**src/rtl/imm_encoder.sv**
```systemverilog
// rtl/imm_encoder.sv - packs a 32-bit immediate into a RISC-V instruction skeleton, expands LI into LUI+ADDI
// Optional IMM_ENC_RANGE_CHECK_EN: flag immediates that do not fit the selected format.
module imm_encoder #(
  parameter logic [31:0] RESET_INSN = 32'h0000_0013,
  parameter int          LI_SHORT   = 1
) (
  input  logic        clk,
  input  logic        rst,
  input  logic        in_valid,
  output logic        in_ready,
  input  logic [31:0] base_insn,
  input  logic [31:0] imm,
  input  logic [2:0]  imm_src,
  output logic        out_valid,
  input  logic        out_ready,
  output logic [31:0] insn,
  output logic        last,
  output logic        range_err
);

  localparam logic [1:0] IDLE = 2'b00;
  localparam logic [1:0] ONE  = 2'b01;
  localparam logic [1:0] HI   = 2'b10;

  logic [1:0]  state;
  logic [31:0] addi_q;
  logic        accept;

  logic [31:0] enc_insn;
  logic [31:0] enc_addi;
  logic        enc_err;
  logic        enc_last;
  logic        enc_two;

  logic [4:0]  rd;
  logic [19:0] li_hi;
  logic        li_fits;
  logic        err_is;
  logic        err_b;
  logic        err_j;
  logic        err_u;

  assign rd       = base_insn[11:7];
  // LUI upper part is pre-incremented so the sign-extended ADDI low part lands back on imm
  assign li_hi    = imm[31:12] + {19'd0, imm[11]};
  assign li_fits  = (&imm[31:11]) || !(|imm[31:11]);
  assign enc_addi = {imm[11:0], rd, 3'b000, rd, 7'b0010011};

`ifdef IMM_ENC_RANGE_CHECK_EN
  assign err_is = !li_fits;
  assign err_b  = !((&imm[31:12]) || !(|imm[31:12])) || imm[0];
  assign err_j  = !((&imm[31:20]) || !(|imm[31:20])) || imm[0];
  assign err_u  = |imm[11:0];
`else
  assign err_is = 1'b0;
  assign err_b  = 1'b0;
  assign err_j  = 1'b0;
  assign err_u  = 1'b0;
`endif

  always_comb begin
    enc_insn = base_insn;
    enc_err  = 1'b0;
    enc_last = 1'b1;
    enc_two  = 1'b0;
    case (imm_src)
      3'b000: begin
        enc_insn = {imm[11:0], base_insn[19:0]};
        enc_err  = err_is;
      end
      3'b001: begin
        enc_insn = {imm[11:5], base_insn[24:12], imm[4:0], base_insn[6:0]};
        enc_err  = err_is;
      end
      3'b010: begin
        enc_insn = {imm[12], imm[10:5], base_insn[24:12], imm[4:1], imm[11], base_insn[6:0]};
        enc_err  = err_b;
      end
      3'b011: begin
        enc_insn = {imm[20], imm[10:1], imm[11], imm[19:12], base_insn[11:0]};
        enc_err  = err_j;
      end
      3'b100: begin
        enc_insn = {imm[31:12], base_insn[11:0]};
        enc_err  = err_u;
      end
      3'b101: begin
        if (LI_SHORT != 0 && li_fits) begin
          enc_insn = {imm[11:0], 5'd0, 3'b000, rd, 7'b0010011};
        end else begin
          enc_insn = {li_hi, rd, 7'b0110111};
          enc_last = 1'b0;
          enc_two  = 1'b1;
        end
      end
      default: enc_err = 1'b1;
    endcase
  end

  assign out_valid = (state != IDLE);
  assign in_ready  = (state == IDLE) || (state == ONE && out_ready);
  assign accept    = in_valid && in_ready;

  always_ff @(posedge clk or negedge rst) begin
    if (!rst) begin
      state     <= IDLE;
      insn      <= RESET_INSN;
      last      <= 1'b0;
      range_err <= 1'b0;
      addi_q    <= '0;
    end else if (accept) begin
      insn      <= enc_insn;
      last      <= enc_last;
      range_err <= enc_err;
      addi_q    <= enc_addi;
      state     <= enc_two ? HI : ONE;
    end else if (state == HI && out_ready) begin
      insn      <= addi_q;
      last      <= 1'b1;
      range_err <= 1'b0;
      state     <= ONE;
    end else if (state == ONE && out_ready) begin
      state     <= IDLE;
    end
  end

endmodule

```
**config.mk**
```make
export PLATFORM = sky130hd
export DESIGN_NAME = imm_encoder
export DESIGN_NICKNAME = d
export VERILOG_FILES = /design/src/rtl/imm_encoder.sv
export SDC_FILE = /design/constraint.sdc
export NUM_CORES = 1
export LEC_CHECK = 0
export ABC_AREA = 0
export BUFFER_PORTS_ARGS = -buffer_cell sky130_fd_sc_hd__clkbuf_2
export CORE_ASPECT_RATIO = 0.5
export CORE_MARGIN = 2
export CORE_UTILIZATION = 50
export CTS_BUF_LIST = sky130_fd_sc_hd__clkbuf_4 sky130_fd_sc_hd__clkbuf_8 sky130_fd_sc_hd__clkbuf_16
export DETAILED_ROUTE_END_ITERATION = 16
export PLACE_DENSITY_LB_ADDON = 0.05
export SKIP_CTS_REPAIR_TIMING = 1
export SYNTH_ARGS = -nofsm -noshare
export SYNTH_HDL_FRONTEND = slang
export SYNTH_SLANG_ARGS = --single-unit
```
**constraint.sdc**
```tcl
create_clock -name clk -period 2.6 [get_ports clk]
set_clock_uncertainty 0.2 [all_clocks]
set_input_delay 0 -clock clk [delete_from_list [all_inputs] [get_ports clk]]
set_output_delay 0 -clock clk [all_outputs]
set_load 0.02 [all_outputs]
```
; ---- Word-level counts from Yosys, hierarchy flattened
; Index checks and enable logic that the tools add are counted.
[word_totals]
register_bits = 61
out_inout_bits = 36
[op_classes]
eq_ne = 7
reduce_logical = 14
mux = 17
add_sub_neg = 1
[ops]
columns = operator, count
row1 = 32-bit case mux with 6 select lines, 1
row2 = 32-bit two-way mux, 3
row3 = 21-bit AND reduction, 1
row4 = 21-bit OR reduction, 1
row5 = 20-bit by 1-bit adder with 20-bit output, 1
row6 = 1-bit two-way mux, 9
row7 = 2-bit two-way mux, 4
row8 = 3-bit by 2-bit == test with 1-bit output (second input constant), 2
row9 = 3-bit == test (second input constant), 2
row10 = 6-bit OR reduction, 1
row11 = 2-bit nonzero test, 2
row12 = 3-bit by 1-bit == test with 1-bit output (second input constant), 1
row13 = 1-bit logical AND, 3
row14 = 3-bit logical NOT, 1
row15 = 3-bit nonzero test, 1
row16 = 2-bit by 1-bit == test with 1-bit output (second input constant), 1
row17 = 2-bit == test (second input constant), 1
row18 = 2-bit logical NOT, 1
row19 = 1-bit logical OR, 2
row20 = 1-bit logical NOT, 1

; ---- Logic depth before layout (Yosys ltp)
; Gate-level depths: netlist (run 1).
[logic_depth]
ltp_word = 7
ltp_mapped = 9
ltp_nobuf = 7

; ---- Least setup slack after synthesis (run 1)
; No wires, ideal clock.
[synth_path]
kind = reg-to-reg
startpoint = register state[1]
endpoint = register insn[21]
arrival_time_ns = 1.527
setup_slack_ns = 0.743
t_required_ns = 2.270
n_path_buf = 4
stages_incl_launch_ff = 9
path_cell_list = dfrtp_1 buf_2 nand2b_1 buf_4 nand2b_4 buf_2 buf_2 o31ai_1 a21oi_2
[synth_between]
elab_chain_len = 5
[synth_rtl]
columns = element, line
row1 = from (decl), 25  ; logic [1:0] state;
row2 = from (signal assigned), 116  ; state <= enc_two ? HI : ONE;
row3 = 2-bit by 1-bit == test with 1-bit output, 101  ; assign in_ready = (state == IDLE) || (state == ONE && out_ready);
row4 = 1-bit logical AND, 101
row5 = 1-bit logical OR, 101
row6 = 1-bit logical AND, 102  ; assign accept = in_valid && in_ready;
row7 = 32-bit two-way mux / 2-bit nonzero test (equally long branches), -
row8 = to (signal assigned), 112  ; insn <= enc_insn;
row9 = to (signal assigned), 118  ; insn <= addi_q;
row10 = to (decl), 16  ; output logic [31:0] insn,
; Several ways; a longest one is shown, not always the timed one.
; A chain may end at the register's enable or synchronous reset.

; ---- Final worst setup path (run 1)
[layout_path]
startpoint = input imm[11]
endpoint = register insn[28]
[layout_between]
elab_chain_len = 6
[layout_rtl]
columns = element, line
row1 = from (decl), 12  ; input logic [31:0] imm,
row2 = "parallel branches: the longest is 3 deep, another holds 20-bit by 1-bit adder with 20-bit output", -
row3 = 32-bit two-way mux *, 88  ; if (LI_SHORT != 0 && li_fits) begin
row4 = 32-bit case mux with 6 select lines *, 66  ; case (imm_src)
row5 = 32-bit two-way mux *, 111  ; end else if (accept) begin
; Every way passes the cells marked *.

==> results of run 1 <==
layer usage:
metal  global-route usage  routed length, um
met1                0.462               6220
met2                0.467               5700
met3               0.0642               1390
met4               0.0638                157
met5                    0                  0
power breakdown:
part	switching [mW]	internal, mW
registers	0.275	1.27
logic	1.26	0.788
clock network	0.330	0.369
total	1.86	2.42
final cells by class:
type                            instances  area (um2)
Fill cell                             675        2390
Multi-Input combinational cell        392        2420
Tap cell                              108         135
Sequential cell                        54        1360
Clock buffer                            6         133
Timing Repair Buffer                  162        1070
Inverter                                8        30.0
Clock inverter                          2        15.0
sequential cells by signal (all words and copies together) (netlist names):
signal / flops
addi_q: 18
insn: 32
last: 1
range_err: 1
state: 2
path summary, 6_finish.rpt:
check | depth (start not counted) | end | slack (ps) | startpoint
min in group asynchronous | 3 | insn[6] | 190 | rst
min | 4 | insn[12] | -50 | imm[12]
min reg2reg | 1 | addi_q[4] | 270 | addi_q[4]
max reg2reg | 5 | insn[30] | 320 | state[1]
max | 8 | insn[28] | 190 | imm[11]
max in group asynchronous | 3 | insn[7] | 1520 | rst
through the flow:
stage          power, mW   util  area (um2)  std cells  setup WS [ps]
2_1_floorplan       2.85      -        4000        495            743
3_3_place_gp        3.49  0.609        4590        683            391
3_5_place_dp        3.52  0.609        4590        683            394
4_1_cts             4.22  0.628        4740        691            372
5_1_grt             4.58  0.683        5150        732           36.1
6_report            4.29  0.683        5150        732            190
cell usage in the layout, fill, tap and decap left out, drive strengths merged, types with 8 or more instances in the layout:
master	n
a211oi	9
o221ai	11
o21ai	16
dlygate4sd3	41
a221oi	11
nand2b	8
xor2	11
mux2	10
nor2	38
a21oi	37
nand3	19
nand2	108
o211ai	11
buf	15
mux2i	12
nor3	8
clkbuf	112
xnor2	8
nor4	11
dfrtp	51
nand4	11
kinds of logic after synthesis:
kind of cell	after synthesis	share of synthesized area
mux	22	0.0582
simple gates	222	0.274
xor+xnor	19	0.0416
compound gates	126	0.221
fa+ha+maj	3	0.00939
buf+inv	49	0.0569
flops	54	0.339
worst min-delay path, stage by stage:
cell	delay [ps]
clkbuf_2	150
a32o_1	140
a22oi_1	60
o21ai_1	70
==> metrics, run 1 <==
status finished, violations left; failing checks hold timing; maximum capacitance violations 0; count of cell types in the netlist 61; root buffer cell clkbuf_16; Syn Area/Cell around 8 um2; H-Tree Depth 2; Peak VDD IR 0.460 mV; vias in the first global route 3882; Power per Cell Area 833 nW/um2; hold_ws -45.3 ps; prevailing post-synth register cell dfrtp_1; Post-synth EDFFs 0; top cells by area, synth dfrtp_1 32%, nand2_1 10%, a21oi_1 4.5%; drt drc 0; Synth Cell Area approximately 4000 um2; arrival time of the worst setup path 2420 ps; Slew Limit Headroom 0.507; max-slew violation count 0; Seq/Total Area, Yosys 0.339; chip width around 130 um; fmax 415 MHz; CORE AREA 7540 um2; vias 4372; vias per cell ~6; RSZ-0062 raised after global routing no; worst hold path type input port to register; final wirelength 13500 um; kind of critical path input port to register; Final nets approximately 700; synthesis-to-finish area growth 28.8%; CP required 2610 ps; most frequent cell on the critical path o211ai_1; final antenna diode count 0; fraction of registers with async set/reset 1.00; Die H a little under 70 um; CTS sink cnt 54; worst-path fanout max 8; Synth area leader dfrtp_1; largest stage delay on the critical path 560 ps; setup TNS 0 ps; DRT Pass-1 Iters 5; Final period util 0.927; number of I/O port buffers 106; #FFs+latches synth 54; Clk Latency, worst-skew pair around 300 ps; syn_nets 569; initial antenna violation count 0; pin count of the biggest net entering global routing 55; # rows 22; total grt overflow 0; critical path's slowest cell and3_1; # setup viols final 0; Detail Route Antenna Nets 0; clk slew on worst S/H paths 70 ps; CTS tree yes; nature of the critical path startpoint input port; Syn Inst Count 495; cell family with the largest share of critical-path delay simple AND/OR/NAND/NOR gates; Total GRT Usage 0.310; TritonCTS buffer count 5; Initial Util 0.530; post-DP HPWL 9310 um; Least-Margin Pin Slew approximately 740 ps; gp weighted congestion 0.907; share of layout cells above drive strength 1 0.266; top cell type's share of synthesized area 0.319; worst path bufs/invs 2; clk buf depth 2; yosys warns 0; count leader, synth nand2_1; Critical Path Sink Type register; worst-path cell chain dlygate4sd3_1, clkbuf_2, ha_1, nand4_2, nor4_4, and3_1, o211ai_1, o211ai_1; DRT iter0 DRCs 442; final hold viol count 9; commonest cells in the netlist 108 x nand2_1, 51 x dfrtp_1, 36 x a21oi_1, 34 x nor2_1, 23 x buf_2; Tmin final 2410 ps; LEAKAGE between 2 and 2.5 nW; first-pass GRT wire length 20600 um; total I/O pin count 107; Die ar. 8770 um2; DR WL/cell 18.4 um
No activity file was read; power rests on OpenSTA's default activity.
==> inputs of run 2 (changes only) <==
--- a/config.mk
+++ b/config.mk
@@ -7,9 +7,11 @@
 export LEC_CHECK = 0
 export ABC_AREA = 0
 export BUFFER_PORTS_ARGS = -buffer_cell sky130_fd_sc_hd__clkbuf_2
+export CELL_PAD_IN_SITES_DETAIL_PLACEMENT = 1
+export CELL_PAD_IN_SITES_GLOBAL_PLACEMENT = 1
 export CORE_ASPECT_RATIO = 0.5
-export CORE_MARGIN = 2
-export CORE_UTILIZATION = 50
+export CORE_MARGIN = 1.5
+export CORE_UTILIZATION = 39
 export CTS_BUF_LIST = sky130_fd_sc_hd__clkbuf_4 sky130_fd_sc_hd__clkbuf_8 sky130_fd_sc_hd__clkbuf_16
 export DETAILED_ROUTE_END_ITERATION = 16
 export PLACE_DENSITY_LB_ADDON = 0.05
==> run 2 against run 1 <==
Critical path depth did not move. Count of clock-buffer cells in the layout did not move. Sequential share of layout area fell by 0.47 points. Utilization fell by 14 points. The run still ends with hold timing left. Die area rose by 24%. Final area rose by 1.8%. Cell count rose by 4.5%.
==> metrics, run 2 (same netlist as run 1, synthesis figures left out) <==
status finished, violations left; failing checks hold timing; Clk Latency, worst-skew pair 300 ps; DRT iter0 DRCs 327; drt drc 0; Detail Route Antenna Nets 0; Peak VDD IR 0.386 mV; worst-path fanout max 10; worst setup path startpoint imm[11]; CORE AREA approximately 9700 um2; first-pass GRT wire length around 23000 um; clk slew on worst S/H paths approximately 70 ps; vias in the first global route 4185; Reg2Reg Capture Point insn[30]; critical path's slowest cell dlygate4sd3_1; final wirelength 15500 um; nature of the critical path startpoint input port; arrival time of the worst setup path 2360 ps; chip width 146 um; most common cell after layout, fill and taps aside nand2_1; Hold Path End insn[16]; Final nets 703; total grt overflow 0; Die ar. approximately 11000 um2; Final period util 0.916; Critical Path Sink Type register; worst path bufs/invs 2; pin count of the biggest net entering global routing 55; post-DP HPWL 10800 um; final hold viol count 9; TritonCTS buffer count 5; Reg with most FFs insn; CTS tree yes; Hold Crit Depth 4; Least-Margin Pin Slew 759 ps; most frequent cell on the critical path nand3_2; CTS sink cnt 54; DR WL/cell between 20 and 25 um; clk buf depth 2; largest stage delay on the critical path 530 ps; total I/O pin count about 110; Final Non-Filler Cells ~770; Largest regs insn: 32 flops, addi_q: 18 flops, state: 2 flops; hold_ws -52.9 ps; CP required ~2600 ps; kind of critical path input port to register; share of layout cells above drive strength 1 0.268; pre-CTS WS 309 ps; initial antenna violation count 0; gp weighted congestion 0.855; Worst R2R Setup Slack 250 ps; synthesis-to-finish area growth 31.1%; commonest cells after routing, fill and taps aside 108 x nand2_1, 106 x clkbuf_2, 51 x dfrtp_1; LEAKAGE approximately 2.4 nW; # setup viols final 0; cell family with the largest share of critical-path delay simple AND/OR/NAND/NOR gates; setup TNS 0 ps; DRT Pass-1 Iters 5; Power per Cell Area approximately 840 nW/um2; Slew Limit Headroom 0.494; # rows 25; Tmin final 2380 ps; Initial Util 0.412; vias per cell 5.82; Finished Core Util 0.541; Total GRT Usage 0.281; RSZ-0062 raised after global routing no; Hold Path Origin imm[16]; max-slew violation count 0; final antenna diode count 0; PnR worst setup slack roughly 220 ps; vias 4450; worst hold path type input port to register; fmax about 420 MHz; max FFs per register 32; Die H 74.6 um; root buffer cell clkbuf_16; H-Tree Depth 2; maximum capacitance violations 0; Worst Reg-to-Reg Cells 5; number of I/O port buffers 106; r2r startpoint state[1]; worst-path cell chain dlygate4sd3_1, clkbuf_2, ha_1, nand4_2, nor4_4, nand3_2, nand3_2, o31ai_1; placed insts 713
==> run 2: where the power goes <==
group | total (mW) | internal (mW) | switching [mW]
sequential | 1.56 | 1.27 | 0.291
clock | 0.740 | 0.389 | 0.351
combinational | 2.10 | 0.793 | 1.30
==> run 2: area by class of cell <==
class,instances,area [um2]
repair buffers,168,1120
well taps,135,169
fillers,1215,4450
clock buffers,6,139
multi-input cells,392,2420
flip-flops and latches,54,1360
clock inverters,2,16.3
inverters,8,30.0
==> run 2: worst register-to-register path, cell delays in order, from the launching register on <==
cell      delay, ps
dfrtp_1         460
nand2b_1        400
nand2b_4        430
nor2_2          380
nand3_2         190
o211ai_1        210
==> run 2: routing by layer <==
layer / wire (um) / global-route usage / share of wire
met1: 7470 / 0.403 / 0.48
met2: 6840 / 0.443 / 0.44
met3: 1070 / 0.0534 / 0.069
met4: 161 / 0.0629 / 0.010
met5: 0 / 0 / 0
==> run 2: per-stage QoR <==
stage                     instance area, um2  hold WS [ps]  total power, mW
after floorplan                         4000          -496             2.85
after global placement                  4650          8.63             3.55
after detailed placement                4650          3.24             3.60
after CTS                               4800          -321             4.35
after global routing                    5240          1.36             4.70
final                                   5240         -52.9             4.39
==> run 2: worst max-delay path by stage <==
stage	to	slack, ps	cells past startpoint
global placement	insn[30]	340	5
global route	insn[14]	100	8
CTS	insn[30]	300	5
finish	insn[14]	220	8
detailed placement	insn[30]	310	5
floorplan	insn[21]	740	8
==> inputs of run 3 (changes only) <==
--- a/config.mk
+++ b/config.mk
@@ -14,6 +14,7 @@
 export CORE_UTILIZATION = 39
 export CTS_BUF_LIST = sky130_fd_sc_hd__clkbuf_4 sky130_fd_sc_hd__clkbuf_8 sky130_fd_sc_hd__clkbuf_16
 export DETAILED_ROUTE_END_ITERATION = 16
+export MAX_ROUTING_LAYER = met4
 export PLACE_DENSITY_LB_ADDON = 0.05
 export SKIP_CTS_REPAIR_TIMING = 1
 export SYNTH_ARGS = -nofsm -noshare
==> run 3 against run 2 <==
The run still ends with hold timing left. Clock power about the same. Power about the same. Non-clock buffer count unchanged. Critical path depth unchanged. Maximum frequency down 0.22%. Die area unchanged. Global-route usage up 0.98 points. First-iteration DRC count down 2.8%. Combinational power about the same. Routed wire length down 0.28%. Largest cell class unchanged. Largest power group unchanged. Highest routed layer unchanged.
==> metrics, run 3 (same netlist as run 1, synthesis figures left out) <==
Least-Margin Pin Slew 764 ps; H-Tree Depth 2; arrival time of the worst setup path approximately 2400 ps; RSZ-0062 raised after global routing no; total I/O pin count 107; synthesis-to-finish area growth 31.1%; number of I/O port buffers 106; vias 4428; Setup crit end insn[14]; total grt overflow 0; final wirelength 15500 um; Die H approximately 75 um; gp weighted congestion slightly below 0.9; Worst R2R Setup Slack 260 ps; Detail Route Antenna Nets 0; Die ar. 10900 um2; Worst Reg-to-Reg Cells 5; Power per Cell Area approximately 840 nW/um2; max-slew violation count 0; clk slew on worst S/H paths about 70 ps; Reg2Reg Capture Point insn[24]; TritonCTS buffer count 5; Slew Limit Headroom 0.491; failing checks hold timing; commonest cells after routing, fill and taps aside 108 x nand2_1, 106 x clkbuf_2, 51 x dfrtp_1; Reg with most FFs insn; DRT iter0 DRCs 318; Final period util 0.918; Largest regs insn: 32 flops, addi_q: 18 flops, state: 2 flops; Placement Cell Area about 4600 um2; setup TNS 0 ps; Hold Crit Depth 4; final hold viol count 8; Final nets 703; Hold Path Origin imm[16]; fmax 419 MHz; root buffer cell clkbuf_16; most common cell after layout, fill and taps aside nand2_1; Critical Path Sink Type register; clk buf depth 2; post-route cell area 5240 um2; worst-path fanout max 10; Peak VDD IR 0.391 mV; hold_ws -50.0 ps; Initial Util 0.412; drt drc 0; # rows 25; share of layout cells above drive strength 1 0.268; LEAKAGE 2.37 nW; final antenna diode count 0; maximum capacitance violations 0; vias in the first global route ~4200; nature of the critical path startpoint input port; post-DP HPWL between 10000 and 15000 um; pin count of the biggest net entering global routing 55; DR WL/cell roughly 20 um; first-pass GRT wire length 23300 um; max FFs per register 32; vias per cell slightly below 6; # setup viols final 0; DRT Pass-1 Iters 5; CORE AREA 9700 um2; Tmin final roughly 2400 ps; CTS tree yes; status finished, violations left; worst setup path startpoint imm[11]; Final Total Pwr 4.39 mW; initial antenna violation count 0; r2r startpoint state[1]; chip width roughly 150 um; kind of critical path input port to register; worst hold path type input port to register; CTS sink cnt 54; Total GRT Usage 0.290; Clk Latency, worst-skew pair 310 ps; CP required 2580 ps
## run 3: cell counts in the layout (fill, tap and decap cells not counted)
No cell type changed its count.
## run 3: metrics by stage
stage	instances	utilization	setup WS, ps
2_1_floorplan	495	-	743
3_3_place_gp	713	0.479	341
3_5_place_dp	713	0.479	309
4_1_cts	721	0.495	296
5_1_grt	765	0.541	95.8
6_report	765	0.541	213
## run 3: metal layers
| metal | part of all wire | GRT usage | wire length [um] |
|---|---|---|---|
| met1 | 0.48 | 0.405 | 7440 |
| met2 | 0.44 | 0.442 | 6840 |
| met3 | 0.068 | 0.0521 | 1050 |
| met4 | 0.0097 | 0.0629 | 151 |
| met5 | 0 | - | 0 |
## run 3: worst max-delay path, stage by stage
cell,delay [ps]
dlygate4sd3_1,530
clkbuf_2,190
ha_1,270
nand4_2,230
nor4_4,390
nand3_2,360
nand3_2,280
o31ai_1,100
## run 3: power breakdown
part	internal, mW	leakage (nW)	total (mW)	switching, mW
combinational	0.793	1.66	2.09	1.30
sequential	1.27	0.636	1.56	0.290
clock	0.389	0.0735	0.742	0.353
## run 3: cell type report
type / count / area, um2
fillers: 1215 / 4450
multi-input cells: 392 / 2420
flip-flops and latches: 54 / 1360
repair buffers: 168 / 1120
well taps: 135 / 169
clock buffers: 6 / 139
inverters: 8 / 30.0
clock inverters: 2 / 16.3
## run 3: worst min-delay path by stage
stage / slack (ps) / to
CTS: -320 / addi_q[28]
finish: -50 / insn[16]
global route: 3 / insn[15]
global placement: 9 / addi_q[28]
floorplan: -500 / addi_q[15]
detailed placement: 3 / addi_q[28]
